===== config.mk =====
export PLATFORM = sky130hd
export DESIGN_NAME = risc_ctrl_fsm_flat
export DESIGN_NICKNAME = d
export VERILOG_FILES = /design/src/rtl/risc_ctrl_pkg.sv /design/src/rtl/risc_ctrl_fsm_if.sv /design/src/rtl/mem_wait_timer.sv /design/src/rtl/risc_ctrl_fsm.sv /design/src/flat_wrapper.sv
export SDC_FILE = /design/constraint.sdc
export NUM_CORES = 1
export LEC_CHECK = 0
export BUFFER_PORTS_ARGS = -buffer_cell sky130_fd_sc_hd__buf_2
export CORE_MARGIN = 8
export CORE_UTILIZATION = 60
export DETAILED_ROUTE_END_ITERATION = 8
export GPL_TIMING_DRIVEN = 0
export PLACE_DENSITY_LB_ADDON = 0.12
export SLEW_MARGIN = 10
export SYNTH_ARGS = -nofsm -noshare
export SYNTH_HDL_FRONTEND = slang
export SYNTH_SLANG_ARGS = --single-unit

===== constraint.sdc =====
create_clock -name clk -period 6.1 [get_ports clk]
set_input_delay 1.22 -clock clk [delete_from_list [all_inputs] [get_ports clk]]
set_output_delay 1.22 -clock clk [all_outputs]
set_load 0.005 [all_outputs]

===== src/rtl/risc_ctrl_pkg.sv =====
// risc_ctrl_pkg: shared types and encodings for the RISC control FSM.
//   state_e      - controller state enum
//   OPC_*/OP_*   - opcode / op field values used by DECODE dispatch
//   CND_*        - branch condition codes
//   NSEL/VSEL/MCMD/PCSEL_* - datapath select encodings
//   ctrl_out_t   - bundle of every controller output
//   decode_out() - Moore output decode for one state
package risc_ctrl_pkg;

  typedef enum logic [4:0] {
    S_RESET, S_IF1, S_IF2, S_UPD_PC, S_DECODE,
    S_MOV_IMM, S_MOV_R1, S_MOV_R2, S_MOV_R3,
    S_GET_A, S_GET_B, S_EXEC, S_EXEC_CMP, S_WB,
    S_ADDR_A, S_ADDR_C, S_ADDR_LD, S_MEM_RD, S_LDR_WB,
    S_STR_B, S_STR_C, S_MEM_WR,
    S_B_TAKE, S_BX, S_BL_LINK, S_BLX_LINK,
    S_HALT, S_FAULT
  } state_e;

  localparam logic [2:0] OPC_BR   = 3'b001;
  localparam logic [2:0] OPC_BX   = 3'b010;
  localparam logic [2:0] OPC_LDR  = 3'b011;
  localparam logic [2:0] OPC_STR  = 3'b100;
  localparam logic [2:0] OPC_ALU  = 3'b101;
  localparam logic [2:0] OPC_MOV  = 3'b110;
  localparam logic [2:0] OPC_HALT = 3'b111;

  localparam logic [1:0] OP_LDST    = 2'b00;
  localparam logic [1:0] OP_CMP     = 2'b01;
  localparam logic [1:0] OP_MOV_IMM = 2'b10;
  localparam logic [1:0] OP_MVN     = 2'b11;
  localparam logic [1:0] OP_BX      = 2'b00;
  localparam logic [1:0] OP_BLX     = 2'b10;
  localparam logic [1:0] OP_BL      = 2'b11;

  localparam logic [2:0] CND_AL = 3'b000;
  localparam logic [2:0] CND_EQ = 3'b001;
  localparam logic [2:0] CND_NE = 3'b010;
  localparam logic [2:0] CND_LT = 3'b011;
  localparam logic [2:0] CND_LE = 3'b100;

  localparam logic [2:0] NSEL_RN = 3'b100;
  localparam logic [2:0] NSEL_RD = 3'b010;
  localparam logic [2:0] NSEL_RM = 3'b001;

  localparam logic [1:0] VSEL_C     = 2'b00;
  localparam logic [1:0] VSEL_PC    = 2'b01;
  localparam logic [1:0] VSEL_IMM   = 2'b10;
  localparam logic [1:0] VSEL_MDATA = 2'b11;

  localparam logic [1:0] MCMD_NONE  = 2'b00;
  localparam logic [1:0] MCMD_READ  = 2'b11;
  localparam logic [1:0] MCMD_WRITE = 2'b01;

  localparam logic [1:0] PCSEL_INC = 2'b00;
  localparam logic [1:0] PCSEL_REL = 2'b01;
  localparam logic [1:0] PCSEL_REG = 2'b10;

  typedef struct packed {
    logic       loada, loadb, loadc, loads, load_ir, load_pc, load_bpc, load_addr;
    logic       asel, bsel, addr_sel, reset_pc, write;
    logic [2:0] nsel;
    logic [1:0] vsel, mem_cmd, pc_sel;
    logic       w, fault, halted;
  } ctrl_out_t;

  function automatic ctrl_out_t decode_out(state_e s);
    ctrl_out_t o;
    o = '0;
    case (s)
      S_RESET:    begin o.reset_pc = 1'b1; o.load_pc = 1'b1; end
      S_IF1:      begin o.addr_sel = 1'b1; o.mem_cmd = MCMD_READ; end
      S_IF2:      begin o.addr_sel = 1'b1; o.mem_cmd = MCMD_READ; o.load_ir = 1'b1; end
      S_UPD_PC:   begin o.load_pc = 1'b1; o.pc_sel = PCSEL_INC; end
      S_DECODE:   o.nsel = NSEL_RN;
      S_MOV_IMM:  begin o.nsel = NSEL_RN; o.vsel = VSEL_IMM; o.write = 1'b1; end
      S_MOV_R1:   begin o.nsel = NSEL_RM; o.loadb = 1'b1; end
      S_MOV_R2:   begin o.asel = 1'b1; o.loadc = 1'b1; end
      S_MOV_R3:   begin o.nsel = NSEL_RD; o.vsel = VSEL_C; o.write = 1'b1; end
      S_GET_A:    begin o.nsel = NSEL_RN; o.loada = 1'b1; end
      S_GET_B:    begin o.nsel = NSEL_RM; o.loadb = 1'b1; end
      S_EXEC:     o.loadc = 1'b1;
      S_EXEC_CMP: o.loads = 1'b1;
      S_WB:       begin o.nsel = NSEL_RD; o.vsel = VSEL_C; o.write = 1'b1; end
      S_ADDR_A:   begin o.nsel = NSEL_RN; o.loada = 1'b1; end
      S_ADDR_C:   begin o.bsel = 1'b1; o.loadc = 1'b1; end
      S_ADDR_LD:  o.load_addr = 1'b1;
      S_MEM_RD:   o.mem_cmd = MCMD_READ;
      S_LDR_WB:   begin o.nsel = NSEL_RD; o.vsel = VSEL_MDATA; o.write = 1'b1; end
      S_STR_B:    begin o.nsel = NSEL_RD; o.loadb = 1'b1; end
      S_STR_C:    begin o.asel = 1'b1; o.loadc = 1'b1; end
      S_MEM_WR:   o.mem_cmd = MCMD_WRITE;
      S_B_TAKE:   begin o.load_pc = 1'b1; o.load_bpc = 1'b1; o.pc_sel = PCSEL_REL; end
      S_BX:       begin o.nsel = NSEL_RD; o.load_pc = 1'b1; o.load_bpc = 1'b1; o.pc_sel = PCSEL_REG; end
      S_BL_LINK,
      S_BLX_LINK: begin o.nsel = NSEL_RN; o.vsel = VSEL_PC; o.write = 1'b1; end
      S_HALT:     begin o.w = 1'b1; o.halted = 1'b1; end
      S_FAULT:    begin o.w = 1'b1; o.fault = 1'b1; end
      default:    ;
    endcase
    return o;
  endfunction

endpackage


===== src/rtl/risc_ctrl_fsm_if.sv =====
// risc_ctrl_fsm_if: controller <-> datapath/memory bundle.
//   inputs to controller : opcode/op/cond (IR fields), flag_n/v/z, mem_rdy
//   outputs of controller: datapath strobes/selects, mem_cmd, w/fault/halted
//   master = controller side, slave = datapath side
interface risc_ctrl_fsm_if;
  logic [2:0] opcode;
  logic [1:0] op;
  logic [2:0] cond;
  logic       flag_n, flag_v, flag_z, mem_rdy;
  logic       loada, loadb, loadc, loads, load_ir, load_pc, load_bpc, load_addr;
  logic       asel, bsel, addr_sel, reset_pc, write;
  logic [2:0] nsel;
  logic [1:0] vsel, mem_cmd, pc_sel;
  logic       w, fault, halted;

  modport master (
    input  opcode, op, cond, flag_n, flag_v, flag_z, mem_rdy,
    output loada, loadb, loadc, loads, load_ir, load_pc, load_bpc, load_addr,
           asel, bsel, addr_sel, reset_pc, write, nsel, vsel, mem_cmd, pc_sel,
           w, fault, halted
  );

  modport slave (
    output opcode, op, cond, flag_n, flag_v, flag_z, mem_rdy,
    input  loada, loadb, loadc, loads, load_ir, load_pc, load_bpc, load_addr,
           asel, bsel, addr_sel, reset_pc, write, nsel, vsel, mem_cmd, pc_sel,
           w, fault, halted
  );
endinterface


===== src/rtl/mem_wait_timer.sv =====
// mem_wait_timer: counts stalled cycles inside a memory wait state.
//   clk, reset  - clock, async active-high reset
//   clr_i       - hold count at 0 (asserted outside wait states)
//   stall_i     - this cycle is a stalled wait cycle
//   expire_o    - this stalled cycle is the MAX_WAIT-th one; leave for FAULT
// MAX_WAIT = 0 disables expiry.
module mem_wait_timer #(
  parameter int MAX_WAIT = 8
) (
  input  logic clk,
  input  logic reset,
  input  logic clr_i,
  input  logic stall_i,
  output logic expire_o
);
  localparam int W    = (MAX_WAIT > 0) ? $clog2(MAX_WAIT + 1) : 1;
  localparam int LAST = (MAX_WAIT > 0) ? MAX_WAIT - 1 : 0;

  logic [W-1:0] cnt_q, cnt_d;

  // Count saturates at MAX_WAIT so it never wraps back into range.
  always_comb begin
    cnt_d = cnt_q;
    if (clr_i)
      cnt_d = '0;
    else if (stall_i && cnt_q != W'(MAX_WAIT))
      cnt_d = cnt_q + 1'b1;
  end

  always_ff @(posedge clk or posedge reset)
    if (reset) cnt_q <= '0;
    else       cnt_q <= cnt_d;

  // The count holds the number of earlier stalled cycles, so the
  // MAX_WAIT-th stall is the one seen with count MAX_WAIT-1.
  assign expire_o = (MAX_WAIT > 0) && stall_i && (cnt_q == W'(LAST));
endmodule


===== src/rtl/risc_ctrl_fsm.sv =====
// risc_ctrl_fsm: multi-cycle Moore controller for the RISC datapath.
//   clk    - rising-edge clock
//   reset  - async active-high, forces RESET
//   bus    - risc_ctrl_fsm_if.master: IR fields, flags, mem_rdy in;
//            datapath strobes/selects, mem_cmd, w/fault/halted out
// Outputs are registered alongside the state: out_q always equals the
// decode of state_q, so they depend on the registered state only.
module risc_ctrl_fsm #(
  parameter int MAX_WAIT        = 8,
  parameter int HALT_ON_ILLEGAL = 1,
  parameter int COND_BR_EN      = 1
) (
  input  logic            clk,
  input  logic            reset,
  risc_ctrl_fsm_if.master bus
);
  import risc_ctrl_pkg::*;

  localparam state_e S_ILL = (HALT_ON_ILLEGAL != 0) ? S_HALT : S_IF1;

  state_e    state_q, state_d;
  ctrl_out_t out_q;
  logic      in_wait, stalled, expire, cond_ok, cond_bad;

  assign in_wait = (state_q == S_IF2) || (state_q == S_MEM_RD) || (state_q == S_MEM_WR);
  assign stalled = in_wait && !bus.mem_rdy;

  // Cleared whenever we are outside a wait state, so every entry starts at 0.
  mem_wait_timer #(.MAX_WAIT(MAX_WAIT)) u_timer (
    .clk      (clk),
    .reset    (reset),
    .clr_i    (!in_wait),
    .stall_i  (stalled),
    .expire_o (expire)
  );

  always_comb begin
    cond_ok  = 1'b0;
    cond_bad = 1'b0;
    case (bus.cond)
      CND_AL:  cond_ok = 1'b1;
      CND_EQ:  cond_ok = bus.flag_z;
      CND_NE:  cond_ok = !bus.flag_z;
      CND_LT:  cond_ok = bus.flag_n ^ bus.flag_v;
      CND_LE:  cond_ok = (bus.flag_n ^ bus.flag_v) | bus.flag_z;
      default: cond_bad = 1'b1;
    endcase
  end

  always_comb begin
    state_d = state_q;
    case (state_q)
      S_RESET:    state_d = S_IF1;
      S_IF1:      state_d = S_IF2;
      S_IF2:      state_d = bus.mem_rdy ? S_UPD_PC : (expire ? S_FAULT : S_IF2);
      S_UPD_PC:   state_d = S_DECODE;
      S_DECODE: begin
        case (bus.opcode)
          OPC_MOV:  state_d = (bus.op == OP_MOV_IMM) ? S_MOV_IMM : S_MOV_R1;
          OPC_ALU:  state_d = (bus.op == OP_MVN) ? S_GET_B : S_GET_A;
          OPC_LDR,
          OPC_STR:  state_d = (bus.op == OP_LDST) ? S_ADDR_A : S_ILL;
          OPC_BR: begin
            if (COND_BR_EN == 0) state_d = S_B_TAKE;
            else if (cond_bad)   state_d = S_ILL;
            else                 state_d = cond_ok ? S_B_TAKE : S_IF1;
          end
          OPC_BX: begin
            case (bus.op)
              OP_BL:   state_d = S_BL_LINK;
              OP_BX:   state_d = S_BX;
              OP_BLX:  state_d = S_BLX_LINK;
              default: state_d = S_ILL;
            endcase
          end
          OPC_HALT: state_d = S_HALT;
          default:  state_d = S_ILL;
        endcase
      end
      S_MOV_IMM:  state_d = S_IF1;
      S_MOV_R1:   state_d = S_MOV_R2;
      S_MOV_R2:   state_d = S_MOV_R3;
      S_MOV_R3:   state_d = S_IF1;
      S_GET_A:    state_d = S_GET_B;
      // CMP gets its own EXEC flavour so loads stays a pure state decode.
      S_GET_B:    state_d = (bus.op == OP_CMP) ? S_EXEC_CMP : S_EXEC;
      S_EXEC:     state_d = S_WB;
      S_EXEC_CMP: state_d = S_IF1;
      S_WB:       state_d = S_IF1;
      S_ADDR_A:   state_d = S_ADDR_C;
      S_ADDR_C:   state_d = S_ADDR_LD;
      S_ADDR_LD:  state_d = (bus.opcode == OPC_STR) ? S_STR_B : S_MEM_RD;
      S_MEM_RD:   state_d = bus.mem_rdy ? S_LDR_WB : (expire ? S_FAULT : S_MEM_RD);
      S_LDR_WB:   state_d = S_IF1;
      S_STR_B:    state_d = S_STR_C;
      S_STR_C:    state_d = S_MEM_WR;
      S_MEM_WR:   state_d = bus.mem_rdy ? S_IF1 : (expire ? S_FAULT : S_MEM_WR);
      S_B_TAKE:   state_d = S_IF1;
      S_BX:       state_d = S_IF1;
      S_BL_LINK:  state_d = S_B_TAKE;
      S_BLX_LINK: state_d = S_BX;
      S_HALT:     state_d = S_HALT;
      S_FAULT:    state_d = S_FAULT;
      default:    state_d = S_RESET;
    endcase
  end

  always_ff @(posedge clk or posedge reset)
    if (reset) begin
      state_q <= S_RESET;
      out_q   <= decode_out(S_RESET);
    end else begin
      state_q <= state_d;
      out_q   <= decode_out(state_d);
    end

  assign bus.loada     = out_q.loada;
  assign bus.loadb     = out_q.loadb;
  assign bus.loadc     = out_q.loadc;
  assign bus.loads     = out_q.loads;
  assign bus.load_ir   = out_q.load_ir;
  assign bus.load_pc   = out_q.load_pc;
  assign bus.load_bpc  = out_q.load_bpc;
  assign bus.load_addr = out_q.load_addr;
  assign bus.asel      = out_q.asel;
  assign bus.bsel      = out_q.bsel;
  assign bus.addr_sel  = out_q.addr_sel;
  assign bus.reset_pc  = out_q.reset_pc;
  assign bus.write     = out_q.write;
  assign bus.nsel      = out_q.nsel;
  assign bus.vsel      = out_q.vsel;
  assign bus.mem_cmd   = out_q.mem_cmd;
  assign bus.pc_sel    = out_q.pc_sel;
  assign bus.w         = out_q.w;
  assign bus.fault     = out_q.fault;
  assign bus.halted    = out_q.halted;
endmodule


===== src/flat_wrapper.sv =====
// flat-port wrapper written by rule: the top's interface ports become plain ports
module risc_ctrl_fsm_flat import risc_ctrl_pkg::*;
#(
  parameter int MAX_WAIT        = 8,
  parameter int HALT_ON_ILLEGAL = 1,
  parameter int COND_BR_EN      = 1
)
  (clk, reset, bus_opcode, bus_op, bus_cond, bus_flag_n, bus_flag_v, bus_flag_z, bus_mem_rdy, bus_loada, bus_loadb, bus_loadc, bus_loads, bus_load_ir, bus_load_pc, bus_load_bpc, bus_load_addr, bus_asel, bus_bsel, bus_addr_sel, bus_reset_pc, bus_write, bus_nsel, bus_vsel, bus_mem_cmd, bus_pc_sel, bus_w, bus_fault, bus_halted);
  risc_ctrl_fsm_if bus_i ();
  input  logic clk;
  input  logic reset;
  input wire logic [$bits(bus_i.opcode)-1:0] bus_opcode;
  input wire logic [$bits(bus_i.op)-1:0] bus_op;
  input wire logic [$bits(bus_i.cond)-1:0] bus_cond;
  input wire logic [$bits(bus_i.flag_n)-1:0] bus_flag_n;
  input wire logic [$bits(bus_i.flag_v)-1:0] bus_flag_v;
  input wire logic [$bits(bus_i.flag_z)-1:0] bus_flag_z;
  input wire logic [$bits(bus_i.mem_rdy)-1:0] bus_mem_rdy;
  output wire logic [$bits(bus_i.loada)-1:0] bus_loada;
  output wire logic [$bits(bus_i.loadb)-1:0] bus_loadb;
  output wire logic [$bits(bus_i.loadc)-1:0] bus_loadc;
  output wire logic [$bits(bus_i.loads)-1:0] bus_loads;
  output wire logic [$bits(bus_i.load_ir)-1:0] bus_load_ir;
  output wire logic [$bits(bus_i.load_pc)-1:0] bus_load_pc;
  output wire logic [$bits(bus_i.load_bpc)-1:0] bus_load_bpc;
  output wire logic [$bits(bus_i.load_addr)-1:0] bus_load_addr;
  output wire logic [$bits(bus_i.asel)-1:0] bus_asel;
  output wire logic [$bits(bus_i.bsel)-1:0] bus_bsel;
  output wire logic [$bits(bus_i.addr_sel)-1:0] bus_addr_sel;
  output wire logic [$bits(bus_i.reset_pc)-1:0] bus_reset_pc;
  output wire logic [$bits(bus_i.write)-1:0] bus_write;
  output wire logic [$bits(bus_i.nsel)-1:0] bus_nsel;
  output wire logic [$bits(bus_i.vsel)-1:0] bus_vsel;
  output wire logic [$bits(bus_i.mem_cmd)-1:0] bus_mem_cmd;
  output wire logic [$bits(bus_i.pc_sel)-1:0] bus_pc_sel;
  output wire logic [$bits(bus_i.w)-1:0] bus_w;
  output wire logic [$bits(bus_i.fault)-1:0] bus_fault;
  output wire logic [$bits(bus_i.halted)-1:0] bus_halted;
  assign bus_i.opcode = bus_opcode;
  assign bus_i.op = bus_op;
  assign bus_i.cond = bus_cond;
  assign bus_i.flag_n = bus_flag_n;
  assign bus_i.flag_v = bus_flag_v;
  assign bus_i.flag_z = bus_flag_z;
  assign bus_i.mem_rdy = bus_mem_rdy;
  assign bus_loada = bus_i.loada;
  assign bus_loadb = bus_i.loadb;
  assign bus_loadc = bus_i.loadc;
  assign bus_loads = bus_i.loads;
  assign bus_load_ir = bus_i.load_ir;
  assign bus_load_pc = bus_i.load_pc;
  assign bus_load_bpc = bus_i.load_bpc;
  assign bus_load_addr = bus_i.load_addr;
  assign bus_asel = bus_i.asel;
  assign bus_bsel = bus_i.bsel;
  assign bus_addr_sel = bus_i.addr_sel;
  assign bus_reset_pc = bus_i.reset_pc;
  assign bus_write = bus_i.write;
  assign bus_nsel = bus_i.nsel;
  assign bus_vsel = bus_i.vsel;
  assign bus_mem_cmd = bus_i.mem_cmd;
  assign bus_pc_sel = bus_i.pc_sel;
  assign bus_w = bus_i.w;
  assign bus_fault = bus_i.fault;
  assign bus_halted = bus_i.halted;
  risc_ctrl_fsm #(.MAX_WAIT(MAX_WAIT), .HALT_ON_ILLEGAL(HALT_ON_ILLEGAL), .COND_BR_EN(COND_BR_EN)) u_core (.clk(clk), .reset(reset), .bus(bus_i));
endmodule

# --- Word level (Yosys, flattened, before mapping) ---
# Cells that the tools add are included.
word_totals:
  register_bits: 34
  in_bits: 14
  out_inout_bits: 25
  word_cells: 162
classes:
  addsub: 1
  n_eq_ne: 70
  mux: 39
  bitwise: 2
  n_reduce_logical: 28
op_table:
  columns: ["operator", "n"]
  rows:
  - ["equality test 5 bit (second input constant)", 24]
  - ["case mux 5 bit (21 select lines)", 1]
  - ["equality test 5 x 4 -> 1 bit (second input constant)", 16]
  - ["equality test 5 x 3 -> 1 bit (second input constant)", 8]
  - ["two-way mux 5 bit", 7]
  - ["case mux 5 bit (5 select lines)", 1]
  - ["equality test 5 x 2 -> 1 bit (second input constant)", 4]
  - ["two-way mux 1 bit", 16]
  - ["two-way mux 4 bit", 4]
  - ["OR reduction 2 bit", 8]
  - ["equality test 3 x 2 -> 1 bit (second input constant)", 4]
  - ["equality test 3 bit (second input constant)", 4]
  - ["case mux 4 bit (3 select lines)", 1]
  - ["OR reduction 6 bit", 2]
  - ["equality test 5 x 1 -> 1 bit (second input constant)", 2]
  - ["logical NOT 5 bit", 2]
  - ["OR reduction 5 bit", 2]
  - ["case mux 3 bit (3 select lines)", 1]
  - ["case mux 2 bit (2 select lines)", 2]
  - ["OR reduction 4 bit", 2]
  - ["OR reduction 8 bit", 1]
  - ["equality test 3 x 1 -> 1 bit (second input constant)", 2]
  - ["two-way mux 2 bit", 3]
  - ["case mux 2 bit (3 select lines)", 1]
  - ["16 further kinds", 22]

# --- Logic depth before layout (Yosys ltp) ---
# Gate-level depths: netlist of the first run.
depth:
  depth_word: 11
  ltp_mapped: 9
  mapped_depth_nobuf: 9

# --- Cells and area by module ---
# Synthesis of the first run repeated with hierarchy kept, for this count alone.
unflattened:
  hier_cells: 239
  hier_area_um2: 2099.5
by_module_without_submodules:
  columns: ["module", "n_inst", "cells_per_inst", "area_per_inst_um2", "seq_area_each_um2"]
  rows:
  - ["risc_ctrl_fsm", 1, 214, 1859.3, 753.2]
  - ["mem_wait_timer", 1, 25, 240.2, 100.1]

# --- Worst setup path before layout of the first run ---
# OpenSTA, ideal clock, no wires.
synth_timing:
  path_kind: "input-to-reg"
  from: "input port bus_cond[1]"
  to: "register u_core.out_q, in the netlist u_core.bus.write"
  setup_ps: 135
  arrival_time_ps: 2797
  required_time_ps: 5965
  path_slack_ps: 3168
  path_stages: 7
  path_buffers: 0
  cell_sequence: "or4b_1 > a21o_1 > a221oi_2 > nand3_4 > nor2b_4 > mux2i_1 > o211ai_1"
synth_between:
  elab_chain_len: 9
  word_cells_on_any_way: 19
  cone_classes: "10 x eq/ne; 6 x mux; 3 x reduce/logical"
synth_rtl:
  columns: ["item", "line_no", "source"]
  rows:
  - ["start: declaration", "flat_wrapper.sv:14", "input wire logic [$bits(bus_i.cond)-1:0] bus_cond;"]
  - ["equality test 3 bit, or another cell as far along", "risc_ctrl_fsm.sv:40", "case (bus.cond)"]
  - ["case mux 1 bit (5 select lines)", "risc_ctrl_fsm.sv:40", null]
  - ["two-way mux 5 bit", "risc_ctrl_fsm.sv:66", "else state_d = cond_ok ? S_B_TAKE : S_IF1;"]
  - ["two-way mux 5 bit (*)", "risc_ctrl_fsm.sv:65", "else if (cond_bad) state_d = S_ILL;"]
  - ["case mux 5 bit (5 select lines) (*)", "risc_ctrl_fsm.sv:58", "case (bus.opcode)"]
  - ["case mux 5 bit (21 select lines) (*)", "risc_ctrl_fsm.sv:52", "case (state_q)"]
  - ["net u_core.state_d[1]", "risc_ctrl_fsm.sv:21", "state_e state_q, state_d;"]
  - ["equality test 5 x 4 -> 1 bit, or another cell as far along", "risc_ctrl_pkg.sv:70", "case (s)"]
  - ["OR reduction 6 bit (no source line) (*)", null, null]
  - ["two-way mux 1 bit (*)", "risc_ctrl_pkg.sv:70", null]
  - ["end signal: assignment", "risc_ctrl_fsm.sv:111", "out_q <= decode_out(S_RESET);"]
  - ["end signal: assignment", "risc_ctrl_fsm.sv:114", "out_q <= decode_out(state_d);"]
  - ["end: declaration", "risc_ctrl_fsm.sv:22", "ctrl_out_t out_q;"]
# Mark *: on every way through the listed nets, which the timed path passes. The rest lies on a longest branch.
# A chain may end at the register's enable or synchronous reset.

# --- Final worst setup path of the first run ---
layout_timing:
  from: "input port bus_mem_rdy"
  to: "register u_core.out_q, in the netlist u_core.bus.write"
layout_between:
  elab_chain_len: 9
  word_cells_on_any_way: 18
  cone_classes: "6 x eq/ne; 8 x mux; 4 x reduce/logical"
layout_rtl:
  columns: ["item", "line_no", "source"]
  rows:
  - ["start: declaration", "flat_wrapper.sv:18", "input wire logic [$bits(bus_i.mem_rdy)-1:0] bus_mem_rdy;"]
  - ["logical NOT 1 bit", "risc_ctrl_fsm.sv:26", "assign stalled = in_wait && !bus.mem_rdy;"]
  - ["logical AND 1 bit", "risc_ctrl_fsm.sv:26", null]
  - ["logical AND 1 bit", "mem_wait_timer.sv:36", "assign expire_o = (MAX_WAIT > 0) && stall_i && (cnt_q == W'(LAST));"]
  - ["two-way mux 4 bit, on equally long branches", "risc_ctrl_fsm.sv:97, risc_ctrl_fsm.sv:93", null]
  - ["two-way mux 5 bit, on equally long branches", "risc_ctrl_fsm.sv:97, risc_ctrl_fsm.sv:93", null]
  - ["case mux 5 bit (21 select lines) (*)", "risc_ctrl_fsm.sv:52", null]
  - ["net u_core.state_d[1]", "risc_ctrl_fsm.sv:21", null]
  - ["equality test 5 x 4 -> 1 bit, or another cell as far along", "risc_ctrl_pkg.sv:70", null]
  - ["OR reduction 6 bit (no source line) (*)", null, null]
  - ["two-way mux 1 bit (*)", "risc_ctrl_pkg.sv:70", null]
# Marks and branches as above.

==> results of run 1 <==
[cell families after synthesis]
group	after synthesis
compound gates	57
simple gates	102
xor+xnor	6
fa+ha+maj	2
flops	34
mux	3
buf+inv	24
[per-layer routing]
metal  wire length (um)  track usage (%)  up-vias
li1                   -                -      923
met1               2220             25.5      884
met2               2330             29.5       68
met3                451             5.26        8
met4                 55             5.97        0
met5                  0                0        -
[power by group]
| group | leakage, nW | switching, mW | internal [mW] |
|---|---|---|---|
| combinational | 0.688 | 0.402 | 0.251 |
| sequential | 0.454 | 0.0238 | 0.279 |
| clock | 0.0353 | 0.0704 | 0.0558 |
[layout make-up]
type | count | area [um2]
Buffer | 13 | 62.6
Clock buffer | 7 | 55.1
Clock inverter | 1 | 5.00
Fill cell | 301 | 933
Inverter | 11 | 43.8
Multi-Input combinational cell | 170 | 1170
Sequential cell | 34 | 853
Tap cell | 46 | 57.6
Timing Repair Buffer | 36 | 180
[Yosys cell counts, drive strengths merged (2+ instances only)]
cell	number
o31ai	2
nand4	4
nand3	7
o211a	2
nor3	9
a31oi	2
nor4	2
a21oi	8
nor4b	3
nor2	19
xor2	2
o211ai	4
buf	11
dfrtp	32
a21o	2
and3	6
dfstp	2
nor2b	12
a211oi	3
nor4bb	3
nor3b	4
a211o	2
a22o	3
o21bai	3
inv	11
o21a	2
a32oi	2
nand2	15
nand2b	4
nand3b	3
xnor2	4
a221oi	2
clkbuf	2
o311ai	2
and2	4
ha	2
o21ai	10
mux2i	2
or4	2
[worst max-delay path, cell delays in order]
cell and delay, ns:
buf_2 0.14, nor4bb_1 0.82, o211ai_1 0.22, o311a_1 0.19, nand3_4 0.16, nor2b_4 0.25
mux2i_1 0.12, o211ai_1 0.20
[cell usage in the layout, fill, tap and decap left out, types with 3 or more instances in the layout]
| master | synthesis | layout |
|---|---|---|
| o21ai_0 | 8 | 8 |
| nor4bb_1 | 3 | 3 |
| nand3b_1 | 3 | 3 |
| nor2b_1 | 10 | 10 |
| dfrtp_1 | 32 | 32 |
| and2_1 | 3 | 3 |
| xnor2_1 | 4 | 4 |
| o21bai_1 | 3 | 3 |
| nor2_1 | 19 | 19 |
| nor3_1 | 6 | 6 |
| nand2_1 | 15 | 15 |
| nor3_2 | 3 | 3 |
| nand2b_1 | 4 | 4 |
| a22o_1 | 3 | 3 |
| and3_1 | 6 | 6 |
| inv_1 | 10 | 9 |
| o211ai_1 | 4 | 4 |
| a21oi_1 | 8 | 8 |
| a211oi_1 | 3 | 3 |
| nor3b_1 | 4 | 4 |
| nand3_1 | 5 | 5 |
| clkbuf_4 | 0 | 5 |
| buf_2 | 11 | 47 |
| nor4b_1 | 3 | 3 |
| clkbuf_1 | 2 | 3 |
| nand4_1 | 4 | 4 |
[registers in the layout (all words and copies together) (netlist names)]
register              cells
u_core.bus.reset_pc       1
u_core.bus.pc_sel         2
u_core.bus.loads          1
u_core.bus.write          1
u_core.bus.addr_sel       1
u_core.u_timer.cnt_q      4
u_core.bus.asel           1
u_core.bus.fault          1
u_core.bus.loada          1
u_core.bus.load_bpc       1
u_core.bus.load_pc        1
u_core.bus.halted         1
u_core.bus.load_addr      1
u_core.bus.vsel           2
u_core.bus.loadc          1
u_core.bus.bsel           1
u_core.bus.load_ir        1
u_core.bus.w              1
u_core.bus.loadb          1
u_core.state_q            5
u_core.bus.nsel           3
u_core.bus.mem_cmd        2
[per-stage QoR]
stage | instance area, um2 | setup WS, ns | power, mW | util (%)
floorplan | 2130 | 3.17 | 0.791 | -
global placement | 2370 | 2.74 | 0.942 | 70.5
detailed placement | 2370 | 2.71 | 0.946 | 70.5
CTS | 2430 | 3.05 | 1.08 | 72.2
global route | 2430 | 2.85 | 1.17 | 72.2
finish | 2430 | 3.02 | 1.08 | 72.2
[final timing paths]
path / startpoint / to / slack [ns] / cells past startpoint
max: bus_mem_rdy / u_core.bus.write / 3.02 / 8
min: u_core.u_timer.cnt_q[1] / u_core.u_timer.cnt_q[1] / 0.57 / 2
max reg2reg: u_core.u_timer.cnt_q[0] / u_core.bus.write / 3.42 / 8
min reg2reg: u_core.u_timer.cnt_q[1] / u_core.u_timer.cnt_q[1] / 0.57 / 2
max in group asynchronous: reset / u_core.u_timer.cnt_q[0] / 4.70 / 2
min in group asynchronous: reset / u_core.bus.pc_sel[1] / 0.96 / 2
==> results_dict.tcl, run 1 <==
set metrics [dict create \
    synth.area.top_cells "dfrtp_1 38%, nor2_1 3.3%, nor2b_1 2.9%" \
    worst_hold_slack_ns 0.569 \
    antenna_found_initial 0 \
    maxCapViolations 0 \
    first_global_vias 1754 \
    areaGrowthSynthToFinish_pct 14.0 \
    path_clk_slew_ns 0.09 \
    cts.sink_count 34 \
    worst_slew_pin_slew_ns 0.950 \
    slew-limit-headroom_pct 35.8 \
    core_area_um2 3360 \
    grt_max_degree 35 \
    ir_worst_vdd_v 0.000326 \
    final-setup-viol-count 0 \
    yosys.cell_types.count 62 \
    yosysTopAreaCell "dfrtp_1" \
    yosys-mux-area-fraction_pct 1.47 \
    maxSlewViolCount 0 \
    routabilityCongestion 0.953 \
    drt_iter0_markers 135 \
    dp.cells 310 \
    antenna_cells 0 \
    clk_path_buf_depth 2 \
    portBuffers 36 \
    floorplan.die_area_um2 5720 \
    cts_hold_buf 0 \
    synth_top_family_by_area "simple AND/OR/NAND/NOR gates" \
    pin_count 39 \
    ys_warn_count 0 \
    via_per_inst 5.92 \
    crit_type "primary input to flip-flop" \
    syn-num-nets 244 \
    wl_per_cell_um 15.9 \
    end_kind "flip-flop" \
    syn_area_per_cell_um2 9.35 \
    ant_nets 0 \
    clk_latency_ns 0.34 \
    final-instance-count-excl-fill 318 \
    synth.top_cell.area_share_pct 37.6 \
    num_vias 1883 \
    fmax_mhz 325 \
    yosys.area_share.simple_pct 29.5 \
    fin_nets 287 \
    cts_buffers 5 \
    rsz0062_at_grt "false" \
    grt_pass1_wl_um 8310 \
    post_cts_buffers 0 \
    synth-seq-area-share_pct 40.0 \
    worstHoldPathType "flip-flop to flip-flop" \
    die_h_um 75.6 \
    power_leakage_nw 1.18 \
    required_ns 6.35 \
    cts_resized 0 \
    synth_xor_xnor_area_share_pct 2.46 \
    routed_wl_um 5050 \
    row_count 21 \
    finalCritPeriodShare_pct 50.5 \
    syn_area_um2 2130 \
    status "complete, no violations" \
    overflow 0 \
    syn_inst 228 \
    hold_viol 0 \
    setup_tns_ns 0 \
    synth_edf_count 0 \
    place_hpwl_um 3770 \
    h-tree-depth 2 \
    drt_first_pass_iters 4 \
    post-route-min-period_ns 3.08 \
    yosys_register_bits 34 \
    start_kind "primary input" \
    drc 0 \
    cts-root-buf "clkbuf_4" \
    synth_compound_area_share_pct 20.4 \
    ys.flop_type "dfrtp_1" \
    arrival_ns 3.33 \
    start_util_pct 63.4 \
    cts_tree "yes" \
    finClkSkew_ns 0.00851 \
    power_density_nw_per_um2 445 \
    postSynth.asyncResetShare_pct 100 \
    fp.dieW_um 75.6 \
    cp_max_fo 8 \
    layout-drive-gt1-share_pct 26.5 \
    synthAdderAreaFrac_pct 1.17 \
    track_usage_pct 19.2 \
]
Power figures use the tool's default switching activity.
==> run 2: changes to the inputs <==
--- a/config.mk
+++ b/config.mk
@@ -7,7 +7,7 @@
 export LEC_CHECK = 0
 export BUFFER_PORTS_ARGS = -buffer_cell sky130_fd_sc_hd__buf_2
 export CORE_MARGIN = 8
-export CORE_UTILIZATION = 60
+export CORE_UTILIZATION = 55
 export DETAILED_ROUTE_END_ITERATION = 8
 export GPL_TIMING_DRIVEN = 0
 export PLACE_DENSITY_LB_ADDON = 0.12
==> constraint.sdc (replaced) <==
create_clock -name clk -period 2.9 [get_ports clk]
set_input_delay 0.58 -clock clk [delete_from_list [all_inputs] [get_ports clk]]
set_output_delay 0.58 -clock clk [all_outputs]
set_load 0.005 [all_outputs]
==> run 2 against run 1 <==
  * Wire length increased by 3.8%
  * Combinational power rose by 110%
  * First-iteration DRC count rose by 45%
  * Clock power rose to 3.5 times the previous value
==> results_dict.tcl, run 2 (synthesis results as in run 1) <==
set metrics [dict create \
    final_cell_mix "47 x buf_2, 32 x dfrtp_1, 19 x nor2_1" \
    portBuffers 36 \
    final-setup-viol-count 0 \
    power_leakage_nw 1.20 \
    final_common_cell "buf_2" \
    worst_slew_pin_slew_ns 0.784 \
    finClkSkew_ns 0.00858 \
    num_vias 1922 \
    cts_buffers 5 \
    multi_input_area_um2 1170 \
    dpl_cell_area_um2 2370 \
    path_clk_slew_ns 0.07 \
    core_area_um2 3690 \
    maxCapViolations 0 \
    cts-root-buf "clkbuf_8" \
    grt_pass1_wl_um 8980 \
    floorplan.die_area_um2 6120 \
    grt_max_degree 35 \
    drt_iter0_markers 196 \
    areaGrowthSynthToFinish_pct 16.5 \
    row_count 22 \
    status "complete, no violations" \
    end_kind "flip-flop" \
    pin_count 39 \
    maxSlewViolCount 0 \
    fin_util_pct 67.4 \
    ant_nets 0 \
    reg2reg_depth 9 \
    required_ns 3.09 \
    layout-drive-gt1-share_pct 26.6 \
    r2r_start "u_core.state_q[4]" \
    top_register "u_core.state_q" \
    cts.sink_count 34 \
    post_cts_buffers 0 \
    cts_tree "yes" \
    power_density_nw_per_um2 993 \
    ir_worst_vdd_v 0.000597 \
    antenna_found_initial 0 \
    fin_nets 287 \
    slew-limit-headroom_pct 47.7 \
    antenna_cells 0 \
    first_global_vias 1904 \
    crit_start "u_core.state_q[4]" \
    overflow 0 \
    via_per_inst 6.03 \
    clk_path_buf_depth 2 \
    post-route-min-period_ns 2.58 \
    drt_first_pass_iters 4 \
    cp_max_fo 10 \
    clk_latency_ns 0.29 \
    ff_latch_area_um2 853 \
    arrival_ns 2.77 \
    rr_endpoint "u_core.bus.mem_cmd[0]" \
    worst_hold_slack_ns 0.383 \
    fmax_mhz 387 \
    track_usage_pct 17.7 \
    die_h_um 78.3 \
    fp.dieW_um 78.3 \
    hold_viol 0 \
    wl_per_cell_um 16.4 \
    start_kind "flip-flop" \
    fill_cells 309 \
    cts_resized 0 \
    total_power_mw 2.47 \
    start_util_pct 57.8 \
    crit_type "flip-flop to flip-flop" \
    rrSetupSlack_ns 0.32 \
    h-tree-depth 2 \
    setup_tns_ns 0 \
    routed_wl_um 5250 \
    place_hpwl_um 3830 \
    largest_reg_flops 5 \
    rsz0062_at_grt "false" \
    routabilityCongestion 0.937 \
    cts_hold_buf 0 \
    drc 0 \
    fin_area_um2 2480 \
    worstHoldPathType "primary input to async pin" \
    finalCritPeriodShare_pct 89.0 \
]
[run 2: cell types whose count changed in the layout (fill, tap and decap cells not counted), sizes merged]
cell,delta
clkbuf,-1
bufinv,+1
clkinv,-1
[run 2: cell type report]
class / count / share of cell area (%)
Timing Repair Buffer: 36 / 7.25
Buffer: 13 / 2.52
Inverter: 11 / 1.76
Tap cell: 48 / 2.42
Clock inverter: 1 / 1.21
Sequential cell: 34 / 34.3
Clock buffer: 6 / 3.32
Multi-Input combinational cell: 170 / 47.2
[run 2: worst max path at each step]
stage                            endpoint  slack (ns)  cells past startpoint
floorplan                u_core.bus.write        0.61                      7
global placement       u_core.bus.nsel[1]        0.29                      7
detailed placement     u_core.bus.nsel[1]        0.28                      7
CTS                 u_core.bus.mem_cmd[0]        0.39                      9
global route             u_core.bus.write        0.21                      8
finish              u_core.bus.mem_cmd[0]        0.32                      9
[run 2: per-stage QoR]
stage,setup WS [ns],instances
floorplan,0.608,228
global placement,0.290,312
detailed placement,0.285,312
CTS,0.388,319
global route,0.207,319
finish,0.319,319
[run 2: power breakdown]
group / total [mW] / switching, mW / internal (mW) / leakage, nW
Combinational: 1.39 / 0.857 / 0.528 / 0.688
Clock: 0.441 / 0.166 / 0.275 / 0.0573
Sequential: 0.641 / 0.0531 / 0.588 / 0.454
[run 2: layer usage]
metal	GRT usage, %	vias up	part of all wire (%)
met2	27.2	86	45
li1	-	917	-
met4	5.56	0	1.4
met1	22.9	912	43
met5	0	-	0
met3	5.92	7	11
[run 2: worst max-delay path: stages (launching register included)]
cell      delay (ns)
dfrtp_1         0.32
buf_2           0.18
clkbuf_1        0.39
nor2b_1         0.31
nand4_1         0.31
o311a_1         0.26
nand3_4         0.15
nor2b_4         0.25
a21oi_1         0.11
a211oi_1        0.19
